## config.mk

```make
export PLATFORM = sky130hd
export DESIGN_NAME = sd_sector_writer
export DESIGN_NICKNAME = d
export VERILOG_FILES = /design/src/rtl/sd_sector_writer.sv
export SDC_FILE = /design/constraint.sdc
export NUM_CORES = 1
export LEC_CHECK = 0
export BUFFER_PORTS_ARGS = -buffer_cell sky130_fd_sc_hd__buf_2
export CELL_PAD_IN_SITES_DETAIL_PLACEMENT = 0
export CELL_PAD_IN_SITES_GLOBAL_PLACEMENT = 1
export CORE_MARGIN = 2
export CORE_UTILIZATION = 38
export CTS_CLUSTER_SIZE = 25
export DETAILED_ROUTE_END_ITERATION = 10
export GPL_TIMING_DRIVEN = 1
export PLACE_DENSITY = 0.87
export SKIP_CTS_REPAIR_TIMING = 1
export SYNTH_ARGS = -nofsm -noshare
export SYNTH_HDL_FRONTEND = slang
export SYNTH_SLANG_ARGS = --single-unit
export TNS_END_PERCENT = 50
```

## constraint.sdc

```tcl
create_clock -name clk -period 2.7 [get_ports clk]
set_input_delay 0.675 -clock clk [delete_from_list [all_inputs] [get_ports clk]]
set_output_delay 0.675 -clock clk [all_outputs]
set_load 0.01 [all_outputs]
```

## src/rtl/sd_sector_writer.sv

```systemverilog
// Streams SECTORS consecutive 512-byte sectors from the SD sector buffer to sd_controller.
// Buffer words are sent big-endian, one byte per rising edge of sd_ready_for_next_byte.
module sd_sector_writer #(
  parameter int unsigned SECTORS = 16,
  parameter int unsigned BUF_AW  = 11
) (
  input  logic              clk,
  input  logic              reset,
  input  logic              start,
  input  logic [31:0]       base_adr,
  output logic              busy,
  output logic              done,
  output logic [BUF_AW-1:0] buf_adr,
  input  logic [31:0]       buf_data,
  input  logic              sd_ready,
  input  logic              sd_ready_for_next_byte,
  output logic              sd_wr,
  output logic [7:0]        sd_din,
  output logic [31:0]       sd_address
);

  localparam int unsigned SecW = (SECTORS > 1) ? $clog2(SECTORS) : 1;
  localparam logic [SecW-1:0] LastSec = SecW'(SECTORS - 1);

  typedef enum logic [2:0] {
    StIdle, StIssue, StWaitAccept, StStream, StWaitDone, StDone
  } state_e;

  state_e          state_q;
  logic [SecW-1:0] sector_idx_q;
  logic [6:0]      word_idx_q;
  logic [1:0]      byte_idx_q;
  logic [8:0]      byte_cnt_q;
  logic            rfnb_q;
  logic            byte_edge;

  assign byte_edge = sd_ready_for_next_byte & ~rfnb_q;
  assign buf_adr   = BUF_AW'({sector_idx_q, word_idx_q});

  always_comb begin
    sd_din = buf_data[31:24];
    unique case (byte_idx_q)
      2'd0: sd_din = buf_data[31:24];
      2'd1: sd_din = buf_data[23:16];
      2'd2: sd_din = buf_data[15:8];
      2'd3: sd_din = buf_data[7:0];
    endcase
  end

  always_ff @(posedge clk) begin
    if (reset) begin
      state_q      <= StIdle;
      busy         <= 1'b0;
      done         <= 1'b0;
      sd_wr        <= 1'b0;
      sd_address   <= '0;
      sector_idx_q <= '0;
      word_idx_q   <= '0;
      byte_idx_q   <= '0;
      byte_cnt_q   <= '0;
      rfnb_q       <= 1'b0;
    end else begin
      rfnb_q <= sd_ready_for_next_byte;
      unique case (state_q)
        StIdle: begin
          if (start) begin
            sd_address <= base_adr;
            busy       <= 1'b1;
            state_q    <= StIssue;
          end
        end
        StIssue: begin
          if (sd_ready) begin
            sd_wr   <= 1'b1;
            state_q <= StWaitAccept;
          end
        end
        StWaitAccept: begin
          if (!sd_ready) begin
            sd_wr      <= 1'b0;
            byte_idx_q <= '0;
            byte_cnt_q <= '0;
            state_q    <= StStream;
          end
        end
        StStream: begin
          if (byte_edge) begin
            byte_idx_q <= byte_idx_q + 2'd1;
            byte_cnt_q <= byte_cnt_q + 9'd1;
            // Last byte keeps word_idx at 127; WAIT_DONE rewinds it for the next sector.
            if (byte_cnt_q == 9'd511) begin
              state_q <= StWaitDone;
            end else if (byte_idx_q == 2'd3) begin
              word_idx_q <= word_idx_q + 7'd1;
            end
          end
        end
        StWaitDone: begin
          if (sd_ready) begin
            if (sector_idx_q == LastSec) begin
              done    <= 1'b1;
              state_q <= StDone;
            end else begin
              sector_idx_q <= sector_idx_q + 1'b1;
              word_idx_q   <= '0;
              sd_address   <= sd_address + 32'd512;
              state_q      <= StIssue;
            end
          end
        end
        StDone: begin
          done         <= 1'b0;
          busy         <= 1'b0;
          sector_idx_q <= '0;
          word_idx_q   <= '0;
          state_q      <= StIdle;
        end
        default: state_q <= StIdle;
      endcase
    end
  end

endmodule

```

# ---- Yosys cells after proc, flatten, opt, wreduce, memory -nomap -nowiden
# Index checks and enable logic that the tools add are counted.
dict set report totals {
  regBits 61
  output_inout_bits 54
  elab_cells 89
}
dict set report op_classes {
  addsub 5
  eq_ne 20
  mux 36
  n_bitwise 2
  n_reduce_logical 16
}
# cell count
set op_table {}
lappend op_table {{$mux 32} 3}
lappend op_table {{$pmux 32 s2} 1}
lappend op_table {{$mux 7} 5}
lappend op_table {{$add 32x10->32 const B} 1}
lappend op_table {{$pmux 8 s4} 1}
lappend op_table {{$mux 3} 7}
lappend op_table {{$pmux 7 s3} 1}
lappend op_table {{$ne 2x2->1 const B} 10}
lappend op_table {{$mux 9} 2}
lappend op_table {{$pmux 9 s2} 1}
lappend op_table {{$pmux 3 s5} 1}
lappend op_table {{$reduce_and 3->1} 4}
lappend op_table {{$reduce_and 6->1} 2}
lappend op_table {{$reduce_bool 2->1} 5}
lappend op_table {{$add 9x1->9 const B} 1}
lappend op_table {{$eq 9x9->1 const B} 1}
lappend op_table {{$mux 4} 2}
lappend op_table {{$pmux 4 s2} 1}
lappend op_table {{$add 7x1->7 const B} 1}
lappend op_table {{$eq 3x2->1 const B} 2}
lappend op_table {{$eq 3x3->1 const B} 2}
lappend op_table {{$pmux 1 s2} 3}
lappend op_table {{$mux 1} 5}
lappend op_table {{$add 4x1->4 const B} 1}
lappend op_table {{other kinds (14)} 16}

# ---- Depth between registers and ports, before layout
# Gate-level depths: netlist of the first run.
dict set report logic_depth {
  depth_word 5
  mapped_depth 9
  mapped_depth_nobuf 9
}

# ---- Least setup slack after synthesis of the first run
# No wires, ideal clock.
dict set report synth_timing {
  kind {in2reg}
  startpoint {in start}
  endpoint {reg sd_address[12]}
  arrival_time_ns 1.816
  required_time_ns 2.572
  path_slack_ns 0.756
  cell_stages 7
  n_path_buf 2
  cell_sequence {or4b_1 -> buf_2 -> o21a_1 -> buf_6 -> o21ai_0 -> o21a_1 -> nor2_1}
}
dict set report synth_between {
  elab_chain_cells 2
}
# element line
set synth_lines {}
lappend synth_lines {{from (decl)} 9} ;# input logic start,
lappend synth_lines {{$ne 2x2->1 (no line)} n/a}
lappend synth_lines {{$reduce_and 4->1 (no line)} n/a}
lappend synth_lines {{to (signal assigned)} 67} ;# sd_address <= base_adr;
lappend synth_lines {{to (signal assigned)} 106} ;# sd_address <= sd_address + 32'd512;
lappend synth_lines {{to (decl)} 19} ;# output logic [31:0] sd_address
# No other way between the ends.
# A chain may end at the register's enable or synchronous reset.

# ---- Final worst setup path of the first run
dict set report layout_timing {
  startpoint {reg byte_idx_q[0]}
  endpoint {out sd_din[0]}
}
dict set report layout_between {
  elab_chain_cells 2
}
# element line
set layout_lines {}
lappend layout_lines {{from (decl)} 32} ;# logic [1:0] byte_idx_q;
lappend layout_lines {{from (signal assigned)} 88} ;# byte_idx_q <= byte_idx_q + 2'd1;
lappend layout_lines {{$eq 2x2->1, or another cell as far along} 42} ;# unique case (byte_idx_q)
lappend layout_lines {{$pmux 8 s4 *} 42}
lappend layout_lines {{to (decl)} 18} ;# output logic [7:0] sd_din,
# Every way passes the cells marked *; elsewhere a longest branch is shown, timed or not.

==> out/results.ini, run 1 <==
[setup_path]
cp-end-kind=output port
crit_fanout=8
cp_cell_sequence=inv_1, ha_1, a222oi_1, mux2i_1, buf_2
start_kind=register
cpMaxStageDelayCell=dfxtp_1
r2r_cells=6
worst-r2r-setup-slack_ns=0.52
critPathMaxStageDelay_ns=0.40
arrival_ns=1.77
criticalPathCategory=reg2out
worstPathRequired_ns=2.03
r2r_end=word_idx_q[2]
r2r-start=state_q[1]

[cells_and_area]
regArea_um2=1220
mostFrequentLayoutCell=buf_2
layout_common_cells=buf_2, dfxtp_1, nand2_1
n_fill_cell=844
layout-drive-gt1-share_pct=29.4
instances_no_fill=665
syn_to_final_growth_pct=27.8
n_antenna_cell=0
multi_input_area_um2=2030
nNetsFinal=630

[floorplan]
die_area_um2=9810
ios=123
initial_core_util_pct=39.4
die_w_um=99.0
core_um2=8720
fp-row-count=34
die_y_um=99.0

[logic_synthesis]
muxShareOfSynthArea_pct=2.92
ys_top_cells_by_area=dfxtp_1, nand2_1, a21oi_1
synth_xor_area_share_pct=3.57
ys_types=62
ys_seq_elements=61
synth-edff-count=0
async_flop_share_pct=0
syn_nets=512
ys.flop_type=dfxtp_1
synthCells=434
synth-compound-area-share_pct=22.3
synthAdderAreaFrac_pct=3.28
synth_top_family_by_area=simple AND/OR/NAND/NOR gates
syn_area_per_cell_um2=7.91
synth_area_um2=3430
synth-simple-area-share_pct=26.8
ys_seq_area_share_pct=35.6
yosys.area.top_type=dfxtp_1
synth_top_cell_area_share_pct=35.6
yosys_warnings=0

[power]
ir_drop_mv=0.312
p_leak_nw=1.93
power.density_nw_per_um2=516
power_mw=2.26

[hold_path]
hold_depth=2
hp-start=sd_address[4]
hold_end=sd_address[4]
hp-class=reg2reg

[sta]
finClkSkew_ns=0.00850
rsz0062_at_grt=no
hold_viol=0
timing.final.crit_share_pct=90.5
drv_slew=0
worst_slew_pin_slew_ns=0.727
max_freq_mhz=409
slew_headroom_pct=51.5
timing.setup.tns_ns=0
finalSetupViolations=0
fin_crit_ns=2.44
finalWorstSetupSlack_ns=0.257
finalHoldWorstSlack_ns=0.455

[status]
status=finished clean

[clocking]
clkTransAtPathRegs_ns=0.07
cts_sinks=61
clk_latency_ns=0.34
cts_buffers=9
cts_tree=done
h-tree-depth=3
clk_path_buf_depth=2
clockRootBuffer=clkbuf_8

[grt]
gr-total-overflow=0
grt_pass1_vias=3258
grtUsageTotal_pct=19.0
grt_pass1_wl_mm=15.2
grt_max_degree=23
antenna_found_initial=0

[detailed_routing]
first_pass_iters=7
ant_nets=0
wl_per_cell_um=14.3
finalWirelength_mm=9.53
vias=3611
drcViolationCount=0
vias_per_cell=5.43
drt_iter0_drc=152

[run]
drv_cap=0

[placement]
dp.final_hpwl_mm=6.86
gp_congestion=0.826
place_worst_setup_slack_ns=0.256
io_buffers=122
placed_cells=649

-- metal layers --
layer / GRT usage (%) / vias up / wire length, um
met1: 24.5 / 1657 / 4290
met4: 6.32 / 0 / 127
met2: 30.9 / 124 / 4510
met5: 0 / - / 0
li1: - / 1819 / -
met3: 4.82 / 11 / 598
-- stage by stage --
stage / cell area, um2 / utilization [%]
after floorplan: 3430 / -
after global placement: 4160 / 47.7
after detailed placement: 4160 / 47.7
after CTS: 4390 / 50.3
after global routing: 4390 / 50.3
final: 4390 / 50.3
-- worst max path at each step --
stage	startpoint	slack, ns	depth (start not counted)	end
2_1_floorplan	start	0.76	7	sd_address[12]
5_1_grt	byte_idx_q[0]	0.09	5	sd_din[5]
4_1_cts	byte_idx_q[0]	0.22	5	sd_din[0]
6_report	byte_idx_q[0]	0.26	5	sd_din[0]
3_3_place_gp	start	0.36	6	sd_address[15]
3_5_place_dp	start	0.26	6	sd_address[15]
-- layout make-up --
class / count / share of cell area (%)
clock buffers: 12 / 3.54
clock inverters: 4 / 1.60
inverters: 15 / 1.28
multi-input cells: 329 / 46.3
flip-flops and latches: 61 / 27.8
well taps: 108 / 3.08
repair buffers: 136 / 16.3
-- state kept, by name (all words and copies together), names as in the netlist --
register and cells:
sd_address 32, byte_cnt_q 9, word_idx_q 7, sector_idx_q 4, state_q 3, byte_idx_q 2
busy 1, done 1, rfnb_q 1, sd_wr 1
-- logic make-up after synthesis --
logic type	count (synthesis)
AOI/OAI and AO/OA	115
DFF	61
xor gates and xnor gates	14
muxes	10
buffers and inverters	44
adders and majority gates	9
and+or+nand+nor	181
-- synthesized netlist by cell type, types with 3 or more instances --
| cell type | number |
|---|---|
| a21oi_1 | 39 |
| o31ai_1 | 4 |
| a211oi_1 | 6 |
| ha_1 | 9 |
| a2bb2oi_1 | 3 |
| nand2_1 | 53 |
| and3_1 | 7 |
| and2_1 | 4 |
| a31oi_1 | 6 |
| nor2_1 | 40 |
| o21ai_0 | 21 |
| nor3_1 | 15 |
| inv_1 | 15 |
| nor3b_1 | 3 |
| nand3_1 | 17 |
| clkbuf_1 | 16 |
| dfxtp_1 | 61 |
| nor2b_1 | 5 |
| mux2i_1 | 10 |
| nor4_1 | 5 |
| xor2_1 | 5 |
| buf_1 | 3 |
| a222oi_1 | 8 |
| o21a_1 | 4 |
| o21bai_1 | 4 |
| nand4_1 | 10 |
| buf_2 | 6 |
| a32o_1 | 3 |
| xnor2_1 | 9 |
| a311oi_1 | 3 |
| nor3_2 | 3 |
-- critical path: cells and delay by family (launching register included) --
kind,cells,cell delay (ns)
flops,1,0.40
compound gates,1,0.37
fa+ha+maj,1,0.30
buf+inv,2,0.23
mux,1,0.11
-- power by group --
group	switching (mW)	internal [mW]
clock network	0.370	0.568
logic	0.179	0.146
registers	0.0515	0.947
total	0.601	1.66
No activity file was read; power rests on OpenSTA's default activity.
==> inputs of run 2 (changes only) <==
--- a/config.mk
+++ b/config.mk
@@ -10,10 +10,12 @@
 export CELL_PAD_IN_SITES_GLOBAL_PLACEMENT = 1
 export CORE_MARGIN = 2
 export CORE_UTILIZATION = 38
+export CTS_BUF_LIST = sky130_fd_sc_hd__clkbuf_16
 export CTS_CLUSTER_SIZE = 25
 export DETAILED_ROUTE_END_ITERATION = 10
 export GPL_TIMING_DRIVEN = 1
 export PLACE_DENSITY = 0.87
+export SETUP_SLACK_MARGIN = 0.4
 export SKIP_CTS_REPAIR_TIMING = 1
 export SYNTH_ARGS = -nofsm -noshare
 export SYNTH_HDL_FRONTEND = slang
==> run 2 against run 1 <==
Effect of this change: critical path type unchanged; wire length decreased by 0.38%; via count hardly changed; die area is the same.
==> out/results.ini, run 2 (synthesized netlist as in run 1, its figures left out) <==
[placement]
post_dp_cell_area_um2=4160
dp.final_hpwl_mm=6.86
io_buffers=122
gp_congestion=0.826

[setup_path]
r2r_cells=5
startpoint=byte_idx_q[1]
arrival_ns=1.62
worstPathRequired_ns=2.03
cp-endpoint=sd_din[4]
worst-r2r-setup-slack_ns=0.63
crit_fanout=8
cp-end-kind=output port
r2r_end=sd_address[15]
r2r-start=state_q[2]
start_kind=register
criticalPathCategory=reg2out

[run]
drv_cap=0

[clocking]
clk_path_buf_depth=2
cts_buffers=9
clk_latency_ns=0.32
clockRootBuffer=clkbuf_16
h-tree-depth=3
clkTransAtPathRegs_ns=0.05
cts_tree=done
cts_sinks=61

[grt]
grt_pass1_wl_mm=15.1
grt_pass1_vias=3263
grt_max_degree=23
gr-total-overflow=0
antenna_found_initial=0
grtUsageTotal_pct=18.8

[cells_and_area]
top_register=sd_address
mostFrequentLayoutCell=buf_2
layout_common_cells=buf_2, dfxtp_1, nand2_1
largest_reg_flops=32
postLayoutCoreUtil_pct=51.5
finalInstanceArea_um2=4500
layout-drive-gt1-share_pct=30.5
nNetsFinal=630
largestRegisters=sd_address (32), byte_cnt_q (9), word_idx_q (7)
n_antenna_cell=0
n_fill_cell=822
syn_to_final_growth_pct=31.0

[floorplan]
die_w_um=99.0
die_y_um=99.0
core_um2=8720
fp-row-count=34
die_area_um2=9810
ios=123
initial_core_util_pct=39.4

[detailed_routing]
vias_per_cell=5.43
first_pass_iters=5
wl_per_cell_um=14.3
drt_iter0_drc=133
finalWirelength_mm=9.49
drcViolationCount=0
vias=3613
ant_nets=0

[hold_path]
hp-class=reg2reg

[sta]
timing.final.crit_share_pct=84.9
rsz0062_at_grt=yes
drv_slew=0
max_freq_mhz=436
hold_viol=0
timing.setup.tns_ns=0
fin_crit_ns=2.29
slew_headroom_pct=51.5
worst_slew_pin_slew_ns=0.727
finalSetupViolations=0
finClkSkew_ns=0.00567

[power]
comb_power_share_pct=13.0
p_sw_share_pct=24.9
p_leak_nw=1.97
p_seq_share_pct=39.7
power.density_nw_per_um2=559
clock_power_share_pct=47.3
p_int_mw=1.89
ir_drop_mv=0.330
p_sw_uw=626

[status]
status=finished clean

==> run 2: cell count changes in the layout (fill, tap and decap cells not counted), moves of 2 or more <==
cell | before | now
clkbuf_16 | 0 | 9
dfxtp_1 | 61 | 59
ha_2 | 0 | 3
clkbuf_8 | 11 | 0
clkinv_1 | 0 | 2
ha_1 | 9 | 5
==> run 2: worst max-delay path: stages, from the launching register on <==
cell and delay (ns):
dfxtp_2 0.37, inv_1 0.07, ha_2 0.22, a222oi_1 0.37, mux2i_1 0.11, buf_2 0.15
==> run 2: layer usage <==
| metal | vias up | global-route usage, % | routed length, um |
|---|---|---|---|
| met5 | - | 0 | 0 |
| met4 | 0 | 6.95 | 80 |
| met3 | 7 | 3.97 | 666 |
| met2 | 132 | 30.9 | 4480 |
| met1 | 1655 | 24.4 | 4260 |
| li1 | 1819 | - | - |
==> run 2: worst min-delay path by stage <==
stage | endpoint | startpoint | depth (start not counted)
final | sd_address[4] | sd_address[4] | 2
after global routing | byte_cnt_q[8] | byte_cnt_q[8] | 2
after CTS | sd_address[3] | sd_address[3] | 2
after detailed placement | sd_address[3] | sd_address[3] | 2
after global placement | sd_address[5] | sd_address[5] | 2
after floorplan | byte_cnt_q[8] | byte_cnt_q[8] | 2
==> run 2: through the flow <==
| step | instances | worst slack (ns) | hold WS (ns) | total power, mW |
|---|---|---|---|---|
| after CTS | 665 | 0.244 | 0.456 | 2.53 |
| after global placement | 649 | 0.356 | 0.440 | 1.34 |
| after floorplan | 434 | 0.756 | 0.436 | 1.19 |
| after global routing | 665 | 0.337 | 0.477 | 2.62 |
| after detailed placement | 649 | 0.256 | 0.449 | 1.34 |
| final | 665 | 0.407 | 0.454 | 2.51 |
==> run 2: area by class of cell <==
type | count | area [um2] | share of cell area [%]
sequential | 61 | 1230 | 27.3
timing repair buffer | 136 | 716 | 15.9
clock buffer | 9 | 225 | 5.01
inverter | 15 | 56.3 | 1.25
multi-input combinational | 329 | 2060 | 45.7
clock inverter | 7 | 81.3 | 1.81
tap | 108 | 135 | 3.01
==> run 2: power groups by stage <==
| stage | combinational, mW | clock [mW] | sequential (mW) |
|---|---|---|---|
| global route | 0.361 | 1.25 | 1.01 |
| floorplan | 0.167 | 0 | 1.03 |
| CTS | 0.328 | 1.20 | 0.999 |
| global placement | 0.321 | 0 | 1.02 |
| detailed placement | 0.327 | 0 | 1.02 |
| finish | 0.326 | 1.19 | 0.999 |
==> inputs of run 3 (changes only) <==
--- a/config.mk
+++ b/config.mk
@@ -9,12 +9,12 @@
 export CELL_PAD_IN_SITES_DETAIL_PLACEMENT = 0
 export CELL_PAD_IN_SITES_GLOBAL_PLACEMENT = 1
 export CORE_MARGIN = 2
-export CORE_UTILIZATION = 38
+export CORE_UTILIZATION = 32
 export CTS_BUF_LIST = sky130_fd_sc_hd__clkbuf_16
 export CTS_CLUSTER_SIZE = 25
 export DETAILED_ROUTE_END_ITERATION = 10
 export GPL_TIMING_DRIVEN = 1
-export PLACE_DENSITY = 0.87
+export PLACE_DENSITY = 0.78
 export SETUP_SLACK_MARGIN = 0.4
 export SKIP_CTS_REPAIR_TIMING = 1
 export SYNTH_ARGS = -nofsm -noshare
==> constraint.sdc (replaced) <==
create_clock -name clk -period 1.9 [get_ports clk]
set_input_delay 0.475 -clock clk [delete_from_list [all_inputs] [get_ports clk]]
set_output_delay 0.475 -clock clk [all_outputs]
set_load 0.01 [all_outputs]
==> run 3 against run 2 <==
Effect of this change: the flow now finishes with violations (setup timing); non-clock buffer count increased by 56; core utilization increased by 4.4 points; cell count increased by 12%; wire length increased by 23%; largest power group is now sequential cells; register-to-register slack got worse by 0.46 ns; highest routed layer unchanged; total power increased by 39%; sequential share of layout area decreased by 5.0 points; count of clock-buffer cells in the layout unchanged; via count increased by 10%; worst hold slack got worse by 0.067 ns.
==> out/results.ini, run 3 (synthesized netlist as in run 1, its figures left out) <==
[sta]
timing.setup.tns_ns=-0.771
fin_crit_ns=2.01
slew_headroom_pct=70.6
rsz0062_at_grt=yes
max_freq_mhz=496
finalHoldWorstSlack_ns=0.387
finalSetupViolations=8
finalWorstSetupSlack_ns=-0.115
finClkSkew_ns=0.00615
drv_slew=0
timing.final.crit_share_pct=106
hold_viol=0
worst_slew_pin_slew_ns=0.440

[power]
power_mw=3.50
p_leak_nw=2.42
ir_drop_mv=0.424
power.density_nw_per_um2=603

[clocking]
cts_tree=done
h-tree-depth=3
clk_latency_ns=0.32
clkTransAtPathRegs_ns=0.05
clk_path_buf_depth=2
cts_sinks=61
clockRootBuffer=clkbuf_16
cts_buffers=9

[grt]
grt_pass1_vias=3509
grtUsageTotal_pct=17.7
antenna_found_initial=0
grt_pass1_wl_mm=16.6
gr-total-overflow=0
grt_max_degree=23

[setup_path]
cp-endpoint=sd_din[2]
r2r-start=state_q[1]
start_kind=register
criticalPathCategory=reg2out
r2r_cells=6
worst-r2r-setup-slack_ns=0.17
cp-end-kind=output port
arrival_ns=1.54
r2r_end=sd_address[10]
startpoint=byte_idx_q[0]
worstPathRequired_ns=1.42
crit_fanout=8

[detailed_routing]
vias=3979
wl_per_cell_um=15.6
finalWirelength_mm=11.6
drcViolationCount=0
vias_per_cell=5.32
drt_iter0_drc=242
ant_nets=0
first_pass_iters=7

[cells_and_area]
n_antenna_cell=0
largest_reg_flops=32
postLayoutCoreUtil_pct=56.0
layout_common_cells=buf_2, nand2_1, dfxtp_1, buf_4, nor2_1
finalInstanceArea_um2=5810
largestRegisters=sd_address (32), byte_cnt_q (9), word_idx_q (7)
instances_no_fill=748
layout-drive-gt1-share_pct=52.9
top_register=sd_address
mostFrequentLayoutCell=buf_2
nNetsFinal=687
syn_to_final_growth_pct=69.2

[placement]
post_dp_cell_area_um2=4550
gp_congestion=0.814
dp.final_hpwl_mm=7.52
placed_cells=695
place_worst_setup_slack_ns=-0.0114
io_buffers=122

[hold_path]
hp-class=in2reg
hp-start=base_adr[8]
hold_depth=3

[floorplan]
core_um2=10400
die_y_um=108
initial_core_util_pct=33.1
fp-row-count=37
ios=123
die_area_um2=11600
die_w_um=108

[status]
violations=setup timing
status=finished with violations

[run]
drv_cap=0

## run 3: cell types whose count changed in the layout (fill, tap and decap cells not counted), moves of 8 or more
cell,previous run,this run
dfxtp_4,1,16
o21ai_0,21,12
a21oi_1,39,29
buf_4,14,37
a21oi_2,1,9
dfxtp_1,59,37
buf_6,0,23
## run 3: cell type report
cell class | instances | area [um2]
fill | 917 | 4560
multi-input combinational | 330 | 2690
timing repair buffer | 192 | 1350
sequential | 61 | 1290
clock buffer | 9 | 225
tap | 136 | 170
inverter | 15 | 61.3
clock inverter | 5 | 20.0
## run 3: layer usage
| metal | track usage [%] | part of all wire [%] | up-vias |
|---|---|---|---|
| li1 | - | - | 1934 |
| met1 | 23.9 | 44 | 1897 |
| met2 | 28.8 | 49 | 134 |
| met3 | 2.91 | 5.4 | 14 |
| met4 | 5.59 | 1.5 | 0 |
| met5 | 0 | 0 | - |
## run 3: critical path, cell delays in order, from the launching register on
cell,delay (ns)
dfxtp_4,0.39
inv_4,0.05
ha_4,0.18
a222oi_1,0.33
mux2i_1,0.12
buf_2,0.15
## run 3: worst min path at each step
stage / end / slack (ns)
2_1_floorplan: byte_cnt_q[8] / 0.44
3_3_place_gp: sd_address[6] / 0.44
3_5_place_dp: sd_address[3] / 0.45
4_1_cts: sd_address[8] / 0.38
5_1_grt: sd_address[6] / 0.39
6_report: sd_address[8] / 0.39
## run 3: power breakdown
group,internal [mW],leakage (nW),total (mW),switching [mW]
Combinational,0.350,1.78,0.695,0.345
Sequential,1.34,0.513,1.42,0.0823
Clock,0.844,0.121,1.38,0.539
